`config.mk`:
```
export PLATFORM = sky130hd
export DESIGN_NAME = spin_cmd_receiver
export DESIGN_NICKNAME = d
export VERILOG_FILES = /design/src/rtl/spin_cmd_receiver.sv
export SDC_FILE = /design/constraint.sdc
export NUM_CORES = 1
export LEC_CHECK = 0
export CAP_MARGIN = 20
export CORE_MARGIN = 1.5
export CORE_UTILIZATION = 50
export DETAILED_ROUTE_END_ITERATION = 8
export GPL_TIMING_DRIVEN = 0
export MAX_ROUTING_LAYER = met4
export PLACE_DENSITY = 0.71
export SLEW_MARGIN = 40
export SYNTH_ARGS = -nofsm -noshare
export SYNTH_HDL_FRONTEND = slang
export SYNTH_SLANG_ARGS = --single-unit
```
`constraint.sdc`:
```
create_clock -name clk -period 4.3 [get_ports clk]
set_clock_uncertainty 0.2 [all_clocks]
set_input_delay 0.43 -clock clk [delete_from_list [all_inputs] [get_ports clk]]
set_output_delay 0.43 -clock clk [all_outputs]
set_load 0.005 [all_outputs]
```
`src/rtl/spin_cmd_receiver.sv`:
```
// spin_cmd_receiver: receive-only SPI (mode 0, MSB first) front end that
// validates 16-bit spin commands, hands the three sprite codes plus a
// start_spin pulse to memory_controller, and tracks the spin via its done.
module spin_cmd_receiver #(
    parameter int         SYNC_STAGES = 2,
    parameter logic [3:0] HEADER      = 4'hA
) (
    input  logic       clk,
    input  logic       reset_n,
    input  logic       sck,
    input  logic       cs_n,
    input  logic       mosi,
    input  logic       spin_done,
    output logic [2:0] final1_sprite,
    output logic [2:0] final2_sprite,
    output logic [2:0] final3_sprite,
    output logic       start_spin,
    output logic       busy,
    output logic       frame_err,
    output logic       overrun
);

    typedef enum logic [1:0] {
        WAIT_IDLE,
        IDLE,
        SHIFT,
        CHECK
    } state_t;

    state_t                 state;
    logic [SYNC_STAGES-1:0] sck_sync;
    logic [SYNC_STAGES-1:0] cs_sync;
    logic [SYNC_STAGES-1:0] mosi_sync;
    logic                   sck_d;
    logic                   cs_d;
    logic [1:0]             flush_cnt;
    logic                   done_q;
    logic                   done_qq;
    logic [15:0]            shreg;
    logic [4:0]             bit_cnt;

    logic                   sck_s;
    logic                   cs_s;
    logic                   mosi_s;
    logic                   sck_rise;
    logic                   cs_fall;
    logic                   cs_rise;
    logic                   settled;
    logic                   done_rise;
    logic                   busy_eff;
    logic                   frame_ok;

    // Synchronize the SPI pins, keep one extra stage for edge detection,
    // register spin_done twice for its rising-edge detect.
    always_ff @(posedge clk or negedge reset_n) begin
        if (!reset_n) begin
            sck_sync  <= '0;
            cs_sync   <= '1;
            mosi_sync <= '0;
            sck_d     <= 1'b0;
            cs_d      <= 1'b1;
            flush_cnt <= '0;
            done_q    <= 1'b0;
            done_qq   <= 1'b0;
        end else begin
            sck_sync  <= {sck_sync[SYNC_STAGES-2:0], sck};
            cs_sync   <= {cs_sync[SYNC_STAGES-2:0], cs_n};
            mosi_sync <= {mosi_sync[SYNC_STAGES-2:0], mosi};
            sck_d     <= sck_sync[SYNC_STAGES-1];
            cs_d      <= cs_sync[SYNC_STAGES-1];
            if (flush_cnt != 2'(SYNC_STAGES)) begin
                flush_cnt <= flush_cnt + 2'd1;
            end
            done_q    <= spin_done;
            done_qq   <= done_q;
        end
    end

    // Edge detects, done-before-check ordering and frame validation.
    always_comb begin
        sck_s     = sck_sync[SYNC_STAGES-1];
        cs_s      = cs_sync[SYNC_STAGES-1];
        mosi_s    = mosi_sync[SYNC_STAGES-1];
        sck_rise  = sck_s & ~sck_d;
        cs_fall   = ~cs_s & cs_d;
        cs_rise   = cs_s & ~cs_d;
        // The synchronizer reset values are not real pin samples; WAIT_IDLE
        // must not trust cs_n until every stage holds a sampled value, or a
        // frame in progress at reset release would be picked up half-way.
        settled   = (flush_cnt == 2'(SYNC_STAGES));
        done_rise = done_q & ~done_qq;
        busy_eff  = busy & ~done_rise;
        frame_ok  = (bit_cnt == 5'd16) &&
                    (shreg[15:12] == HEADER) &&
                    (shreg[2:0] == (shreg[11:9] ^ shreg[8:6] ^ shreg[5:3]));
    end

    // Receive FSM with registered sprites, start pulse, busy tracker and flags.
    always_ff @(posedge clk or negedge reset_n) begin
        if (!reset_n) begin
            state         <= WAIT_IDLE;
            shreg         <= '0;
            bit_cnt       <= '0;
            final1_sprite <= '0;
            final2_sprite <= '0;
            final3_sprite <= '0;
            start_spin    <= 1'b0;
            busy          <= 1'b0;
            frame_err     <= 1'b0;
            overrun       <= 1'b0;
        end else begin
            start_spin <= 1'b0;
            if (done_rise && busy) begin
                busy <= 1'b0;
            end
            case (state)
                WAIT_IDLE: begin
                    if (settled && cs_s) begin
                        state <= IDLE;
                    end
                end
                IDLE: begin
                    if (cs_fall) begin
                        shreg   <= '0;
                        bit_cnt <= '0;
                        state   <= SHIFT;
                    end
                end
                SHIFT: begin
                    if (sck_rise) begin
                        shreg <= {shreg[14:0], mosi_s};
                        if (bit_cnt != 5'd17) begin
                            bit_cnt <= bit_cnt + 5'd1;
                        end
                    end
                    if (cs_rise) begin
                        state <= CHECK;
                    end
                end
                CHECK: begin
                    state <= IDLE;
                    if (!frame_ok) begin
                        frame_err <= 1'b1;
                    end else if (busy_eff) begin
                        overrun <= 1'b1;
                    end else begin
                        final1_sprite <= shreg[11:9];
                        final2_sprite <= shreg[8:6];
                        final3_sprite <= shreg[5:3];
                        start_spin    <= 1'b1;
                        busy          <= 1'b1;
                        frame_err     <= 1'b0;
                        overrun       <= 1'b0;
                    end
                end
                default: state <= WAIT_IDLE;
            endcase
        end
    end

endmodule

```
# Yosys cells after proc, flatten, opt, wreduce, memory -nomap -nowiden
# Cells that the tools add are included.
# W data, S select, Z words.
[totals]
reg_bits = 48
input_bits = 6
[classes]
add_sub_neg = 2
eq_ne = 15
muxes = 21
bitwise = 13
n_reduce_logical = 12
[ops]
columns = ["operator", "n"]
rows = [
  ["$mux W16", 2],
  ["$pmux W16 S2", 1],
  ["$mux W5", 3],
  ["$ne A2 B2 Y1 const B", 7],
  ["$mux W1", 10],
  ["$pmux W5 S2", 1],
  ["$reduce_and A3 Y1", 3],
  ["$pmux W2 S4", 1],
  ["$eq A2 B2 Y1 const B", 3],
  ["$mux W2", 3],
  ["$not A1 Y1", 6],
  ["$xor A3 B3 Y3", 2],
  ["$add A5 B1 Y5 const B", 1],
  ["$and A1 B1 Y1", 5],
  ["$eq A5 B5 Y1 const B", 1],
  ["$ne A5 B5 Y1 const B", 1],
  ["$eq A4 B4 Y1 const B", 1],
  ["$logic_and A1 B1 Y1", 4],
  ["$reduce_and A2 Y1", 2],
  ["$reduce_and A4 Y1", 1],
  ["$eq A3 B3 Y1", 1],
  ["$add A2 B1 Y2 const B", 1],
  ["$eq A2 B1 Y1 const B", 1],
  ["$logic_not A2 Y1", 1],
  ["$reduce_bool A2 Y1", 1],
]

# Depth between registers and ports, before layout
# Gate-level depths: netlist of run 1.
[logic_depth]
ltp_word = 7
ltp_mapped = 7
ltp_nobuf = 6

# Worst setup path after synthesis of run 1
# No wires, ideal clock.
[synth_path]
path_kind = "reg2reg"
start = "reg state[0]"
end = "reg state[1]"
setup_ps = 125
t_arrival_ps = 1715
t_required_ps = 3975
path_slack_ps = 2261
stages_incl_launch_ff = 8
cell_sequence = "dfrtp_1 inv_1 ha_1 clkbuf_1 nand2_1 o2bb2ai_1 a31oi_1 mux2_2"
[synth_between]
elab_chain_len = 3
[synth_lines]
columns = ["item", "line_no", "source"]
rows = [
  ["start: declaration", "30", "state_t state;"],
  ["start signal: assignment", "101", "state <= WAIT_IDLE;"],
  ["start signal: assignment", "119", "state <= IDLE;"],
  ["start signal: assignment", "126", "state <= SHIFT;"],
  ["$eq A2 B2 Y1 (tied with other cells)", "116", "case (state)"],
  ["$ne A2 B2 Y1 (no source line)", "n/a", ""],
  ["$reduce_and A3 Y1 (no source line)", "n/a", ""],
]
# Several ways; a longest one is shown, not always the timed one.
# A chain may end at the register's enable or synchronous reset.

# Final worst setup path of run 1
[layout_path]
start = "reg state[0]"
end = "reg shreg[7]"
[layout_between]
elab_chain_len = 3
[layout_lines]
columns = ["item", "line_no", "source"]
rows = [
  ["$eq A2 B1 Y1 or $eq A2 B2 Y1 (tied branches)", "116", ""],
  ["$ne A2 B2 Y1 (no source line) or $reduce_bool A2 Y1 (tied branches)", "n/a", ""],
  ["$reduce_and A3 Y1 (no source line)", "n/a", ""],
  ["end signal: assignment", "131", "shreg <= {shreg[14:0], mosi_s};"],
  ["end: declaration", "39", "logic [15:0] shreg;"],
]
# Several ways; a longest one is shown, not always the timed one.

==> run summary, run 1 <==
Status = completed
Cts bufs inserted = 5
Reg area = 1200 µm²
Via/cell ratio = 5.47
Ys Warns = 0
Placed cells = 252
Met2 Track Usage GR = 0.268
Die X = 69.6 µm
CP Capture Type = flip-flop
First-pass DRT Iterations = 5
Share of layout cells above drive strength 1 = 0.206
Crit share post-route = 0.549
HPWL Detailed = 2.74 mm
Die footprint = 4840 µm²
Worst-path cell chain = inv_1 -> ha_1 -> or2_2 -> clkbuf_1 -> nand2_1 -> clkbuf_1 -> a21bo_2
FF-to-FF End = shreg[7]
Synth Instances = 181
Skew-Pair Late Insertion Delay = 0.30 ns
Synth top area share = 0.508
Ant. Diodes = 0
I/O pin total = 19
Routed Antenna Nets = 0
GR Overflow Total = 0
First-pass GRT wire length = 6.73 mm
Hold Crit Class = flip-flop to flip-flop
Synth area leaders = dfrtp_1, a21bo_2, ha_1
Worst path max stage delay = 0.41 ns
Final count of negative-setup-slack endpoints = 0
Initial antenna violation count = 0
Hold slack = 0.153 ns
Comb pwr share = 0.324
Final layout net count = 223
Post-synth EDFFs = 0
GRT busiest layer = met2
Int Power = 0.000782 W
P_leak = 1.20 nW
Grt met3 use = 0.0465
RSZ-0062 raised after global routing = false
Drt first-iter violations = 87
Clock share of power = 0.237
Library cells used by synthesis = 33
Switching Fraction = 0.358
Row count = 24
CTS tree = built
Placer's final routability congestion estimate = 0.787
Slew headroom = 0.671
Postcts setup bufs = 0
Clock Path Buffers = 2
Worst Reg-to-Reg Cells = 7
Critical Path RT = 4.34 ns
# DRC = 0
CP max-delay cell = clkbuf_1
Share of async-settable or async-resettable flops after synthesis = 1.00
Root buffer cell = clkbuf_8
R2R setup slack = 1.94 ns
Critical path startpoint category = flip-flop
Cell Area, Synth = 2220 µm²
Post-CTS Resized = 0
Sequential share of the synthesized area = 0.544
Most frequent CP cell = clkbuf_1
Clk slew on worst S/H paths = 0.08 ns
Total wire length = 3.86 mm
Post-synth top flop = dfrtp_1
Starting Density = 0.516
Fmax = 424 MHz
Worst hold start = sck_sync[0]
Cell taking the most area after synthesis = dfrtp_1
Via count = 1428
DIE HEIGHT = 69.6 µm
Min-Delay Path Depth = 0
Met1 GRT Util = 0.241
Area grow syn2layout = 16.8%
Buffers added on ports = 18
Pwr dens = 471 nW/µm²
Final cell count without fillers = 261
Hold Path Sink = sck_sync[1]
Worst Path Arrival = 2.40 ns
Slew @ Worst Pin = 0.487 ns
Synth Register Bits = 48
Critical path type = flip-flop to flip-flop
Core Region = 4290 µm²
Pin count of the biggest net entering global routing = 35
Routed WL per cell = 14.8 µm
Seq pwr share = 0.438
Total net switching power = 0.000436 W
Clk sink count = 48
Post-Syn Area per Cell = 12.2 µm²
Final Slew Violations = 0
Post-synth top cells = dfrtp_1, nand3_1, a21bo_2
Area of the multi-input gates = 947 µm²
Min Tclk post-route = 2.36 ns
Worst Path Max Fanout = 10
Worst VDD drop = 298 µV
Vias in the first global route = 1422
Mapped Nets = 196
# fillers = 347
Setup TNS = 0 ns
H-tree depth = 2
Count leader, synth = dfrtp_1
Final hold vios = 0
GRT Resource Usage Total = 0.181
Final design area excluding fillers = 2590 µm²
Number of max-cap violations = 0
Reg-to-Reg Start = state[0]
Area after DPL = 2480 µm²
==> layout make-up <==
| type | instances | area share |
|---|---|---|
| Clock buffer | 8 | 0.0387 |
| Multi-Input combinational cell | 116 | 0.366 |
| Sequential cell | 48 | 0.465 |
| Inverter | 10 | 0.0145 |
| Timing Repair Buffer | 20 | 0.0802 |
| Buffer | 7 | 0.0101 |
| Tap cell | 52 | 0.0251 |
==> layout by cell type (no fill, tap or decap), drive strengths merged, types with 2 or more instances in the layout <==
master | netlist | final
nand4bb | 2 | 2
xor2 | 2 | 2
nor3 | 3 | 3
a31oi | 2 | 2
a21bo | 16 | 16
o211ai | 2 | 2
clkdlybuf4s50 | 0 | 17
nand3 | 19 | 19
dfrtp | 45 | 45
clkbuf | 7 | 15
nor2 | 3 | 3
buf | 0 | 2
and3 | 3 | 3
nand2 | 13 | 13
xnor2 | 8 | 8
nand2b | 3 | 3
mux2 | 10 | 10
mux2i | 2 | 2
ha | 9 | 9
a21o | 3 | 3
inv | 10 | 10
nand4 | 6 | 6
dfstp | 3 | 3
==> sequential cells by signal, indices dropped and copies added, names as in the netlist <==
name           count
shreg             16
bit_cnt            5
final1_sprite      3
final2_sprite      3
final3_sprite      3
cs_sync            2
flush_cnt          2
mosi_sync          2
sck_sync           2
state              2
busy               1
cs_d               1
done_q             1
done_qq            1
frame_err          1
overrun            1
sck_d              1
start_spin         1
==> what timing repair did <==
item                                   in CTS  in global routing
hold buffers                                1                  0
endpoints found under the hold margin      14                  0
setup endpoints to repair                   0                  0
==> stage by stage <==
step           setup WS, ns  power, W  utilization
2_1_floorplan          2.26  0.000820            -
3_3_place_gp           1.38  0.000907        0.573
3_5_place_dp           1.97  0.000939        0.577
4_1_cts                1.94   0.00123        0.603
5_1_grt                1.79   0.00130        0.603
6_report               1.94   0.00122        0.603
==> routing by layer <==
layer  share of wire  vias to the layer above
li1                -                      689
met1            0.48                      694
met2            0.46                       36
met3           0.043                        9
met4           0.018                        0
met5               0                        -
==> logic make-up after synthesis <==
group / share of synthesized area
AOI/OAI and AO/OA: 0.135
xor gates and xnor gates: 0.0395
adders and majority gates: 0.0508
buffers and inverters: 0.0288
DFF: 0.544
muxes: 0.0599
and+or+nand+nor: 0.142
==> worst max-delay path by stage <==
stage | end | start | slack (ns)
finish | shreg[7] | state[0] | 1.94
CTS | shreg[7] | state[0] | 1.94
global placement | final2_sprite[0] | reset_n | 1.38
floorplan | state[1] | state[0] | 2.26
global route | shreg[12] | state[0] | 1.79
detailed placement | shreg[13] | state[0] | 1.97
==> critical path: cells and delay by family, from the launching register on <==
kind,cells,cell delay [ns]
adder cells (fa/ha/maj),1,0.24
AO/OA/AOI/OAI,1,0.21
AND/OR/NAND/NOR,2,0.56
flip-flops,1,0.40
buffers and inverters,3,0.69
==> power by group through the flow <==
stage          sequential [W]  combinational [W]  clock (W)
2_1_floorplan        0.000534           0.000286          0
3_3_place_gp         0.000538           0.000369          0
3_5_place_dp         0.000543           0.000396          0
4_1_cts              0.000534           0.000399   0.000298
5_1_grt              0.000540           0.000441   0.000319
6_report             0.000534           0.000395   0.000289
Note: power is estimated with default switching activity, not from simulation.
==> inputs of run 2 (changes only) <==
==> constraint.sdc (replaced) <==
create_clock -name clk -period 2.2 [get_ports clk]
set_clock_uncertainty 0.2 [all_clocks]
set_input_delay 0.22 -clock clk [delete_from_list [all_inputs] [get_ports clk]]
set_output_delay 0.22 -clock clk [all_outputs]
set_load 0.005 [all_outputs]
==> run summary, run 2 (synthesized netlist as in run 1, its figures left out) <==
First-pass GRT wire length = 6.80 mm
GRT Resource Usage Total = 0.183
Routed Antenna Nets = 0
Seq pwr share = 0.413
CP max-delay cell = dfrtp_1
Levels on crit path = 7
CP Capture Type = flip-flop
Routed WL per cell = 15.1 µm
Worst Path Arrival = 2.11 ns
Root buffer cell = clkbuf_8
Post-layout util = 0.626
Die X = 69.6 µm
Switching Fraction = 0.360
Worst path max stage delay = 0.40 ns
Crit share post-route = 0.968
Buffers added on ports = 18
Worst VDD drop = 642 µV
Area of the multi-input gates = 1010 µm²
Number of max-cap violations = 0
Drt first-iter violations = 100
Placer's final routability congestion estimate = 0.787
Reg area = 1210 µm²
Via/cell ratio = 5.49
Final count of negative-setup-slack endpoints = 0
Hold slack = 0.106 ns
Placed cells = 252
Overall Power = 0.00252 W
Final cell count without fillers = 265
Starting Density = 0.516
Ant. Diodes = 0
P_leak = 1.23 nW
HPWL Detailed = 2.74 mm
DIE HEIGHT = 69.6 µm
Clock share of power = 0.225
# fillers = 335
Skew-Pair Late Insertion Delay = 0.31 ns
Critical Path Start = bit_cnt[0]
Initial antenna violation count = 0
Biggest regs = shreg (16), bit_cnt (5)
Worst Reg-to-Reg Cells = 7
Total net switching power = 0.000908 W
Vias in the first global route = 1444
Worst Path Max Fanout = 5
Clk slew on worst S/H paths = 0.08 ns
Critical path startpoint category = flip-flop
Via count = 1454
Critical Path RT = 2.18 ns
Clk sink count = 48
Share of layout cells above drive strength 1 = 0.282
Slew headroom = 0.594
I/O pin total = 19
CTS tree = built
Max reg flops = 16
Reg with most FFs = shreg
Critical path's top delay family = flip-flops
Pwr dens = 937 nW/µm²
Reg-to-Reg Start = bit_cnt[0]
Min Tclk post-route = 2.13 ns
Status = completed
Buf/Inv on CP = 2
Final Slew Violations = 0
Final hold vios = 0
Fmax = 470 MHz
Critical path type = flip-flop to flip-flop
Int Power = 0.00161 W
GR Overflow Total = 0
Total wire length = 4.01 mm
# DRC = 0
First-pass DRT Iterations = 4
Comb pwr share = 0.362
Die footprint = 4840 µm²
Clock Path Buffers = 2
Slew @ Worst Pin = 0.604 ns
Final layout net count = 227
Row count = 24
Setup TNS = 0 ns
Pin count of the biggest net entering global routing = 35
Most frequent cells in the layout = dfrtp_1, nand3_1, clkdlybuf4s50_1
Core Region = 4290 µm²
Cts bufs inserted = 5
Hold Crit Class = input pin to asynchronous set/reset pin
Worst-path cell chain = inv_2 -> ha_4 -> nand4bb_4 -> a2111oi_4 -> buf_4 -> nand4_4 -> mux2_4
H-tree depth = 2
Area grow syn2layout = 21.3%
Most common cell after layout, fill and taps aside = dfrtp_1
[run 2: changes by cell type in the layout (fill, tap and decap cells not counted), moves of 2 or more]
| cell | before | now |
|---|---|---|
| buf_4 | 1 | 6 |
| ha_1 | 9 | 7 |
| inv_1 | 10 | 8 |
| inv_2 | 0 | 2 |
| clkbuf_1 | 8 | 4 |
[run 2: stage by stage]
stage,setup WS [ns],instance area (µm²)
after floorplan,0.161,2220
after global placement,-0.512,2460
after detailed placement,-0.133,2480
after CTS,0.0412,2610
after global routing,-0.00593,2690
final,0.0708,2690
[run 2: power groups by stage]
stage,clock (W),sequential [W],combinational (W)
CTS,0.000582,0.00104,0.000824
detailed placement,0,0.00106,0.000774
finish,0.000566,0.00104,0.000913
floorplan,0,0.00104,0.000558
global placement,0,0.00105,0.000721
global route,0.000622,0.00105,0.00101
[run 2: routing by layer]
metal,wire [µm],global-route usage,vias up
li1,-,-,700
met1,1870,0.244,708
met2,1890,0.271,37
met3,176,0.0465,9
met4,71,0.0697,0
met5,0,-,-
[run 2: repair_timing]
item,CTS,global route
gates resized for setup,3,12
gates cloned,0,1
endpoints found under the hold margin,48,0
hold buffers,1,0
endpoints found under the setup margin,11,23
buffers inserted,2,3
pin swaps,1,1
[run 2: final cells by class]
type	instances	share of cell area
Timing Repair Buffer	25	0.0912
Tap cell	52	0.0242
Sequential cell	48	0.449
Multi-Input combinational cell	117	0.376
Inverter	10	0.0140
Clock buffer	8	0.0372
Buffer	5	0.00884
[run 2: path summary, 6_finish.rpt]
check	endpoint	slack [ns]
max	final2_sprite[2]	0.07
min	sck_sync[1]	0.11
max reg2reg	final2_sprite[2]	0.07
min reg2reg	mosi_sync[1]	0.15
max in group asynchronous	bit_cnt[2]	1.24
min in group clk	cs_sync[0]	0.11
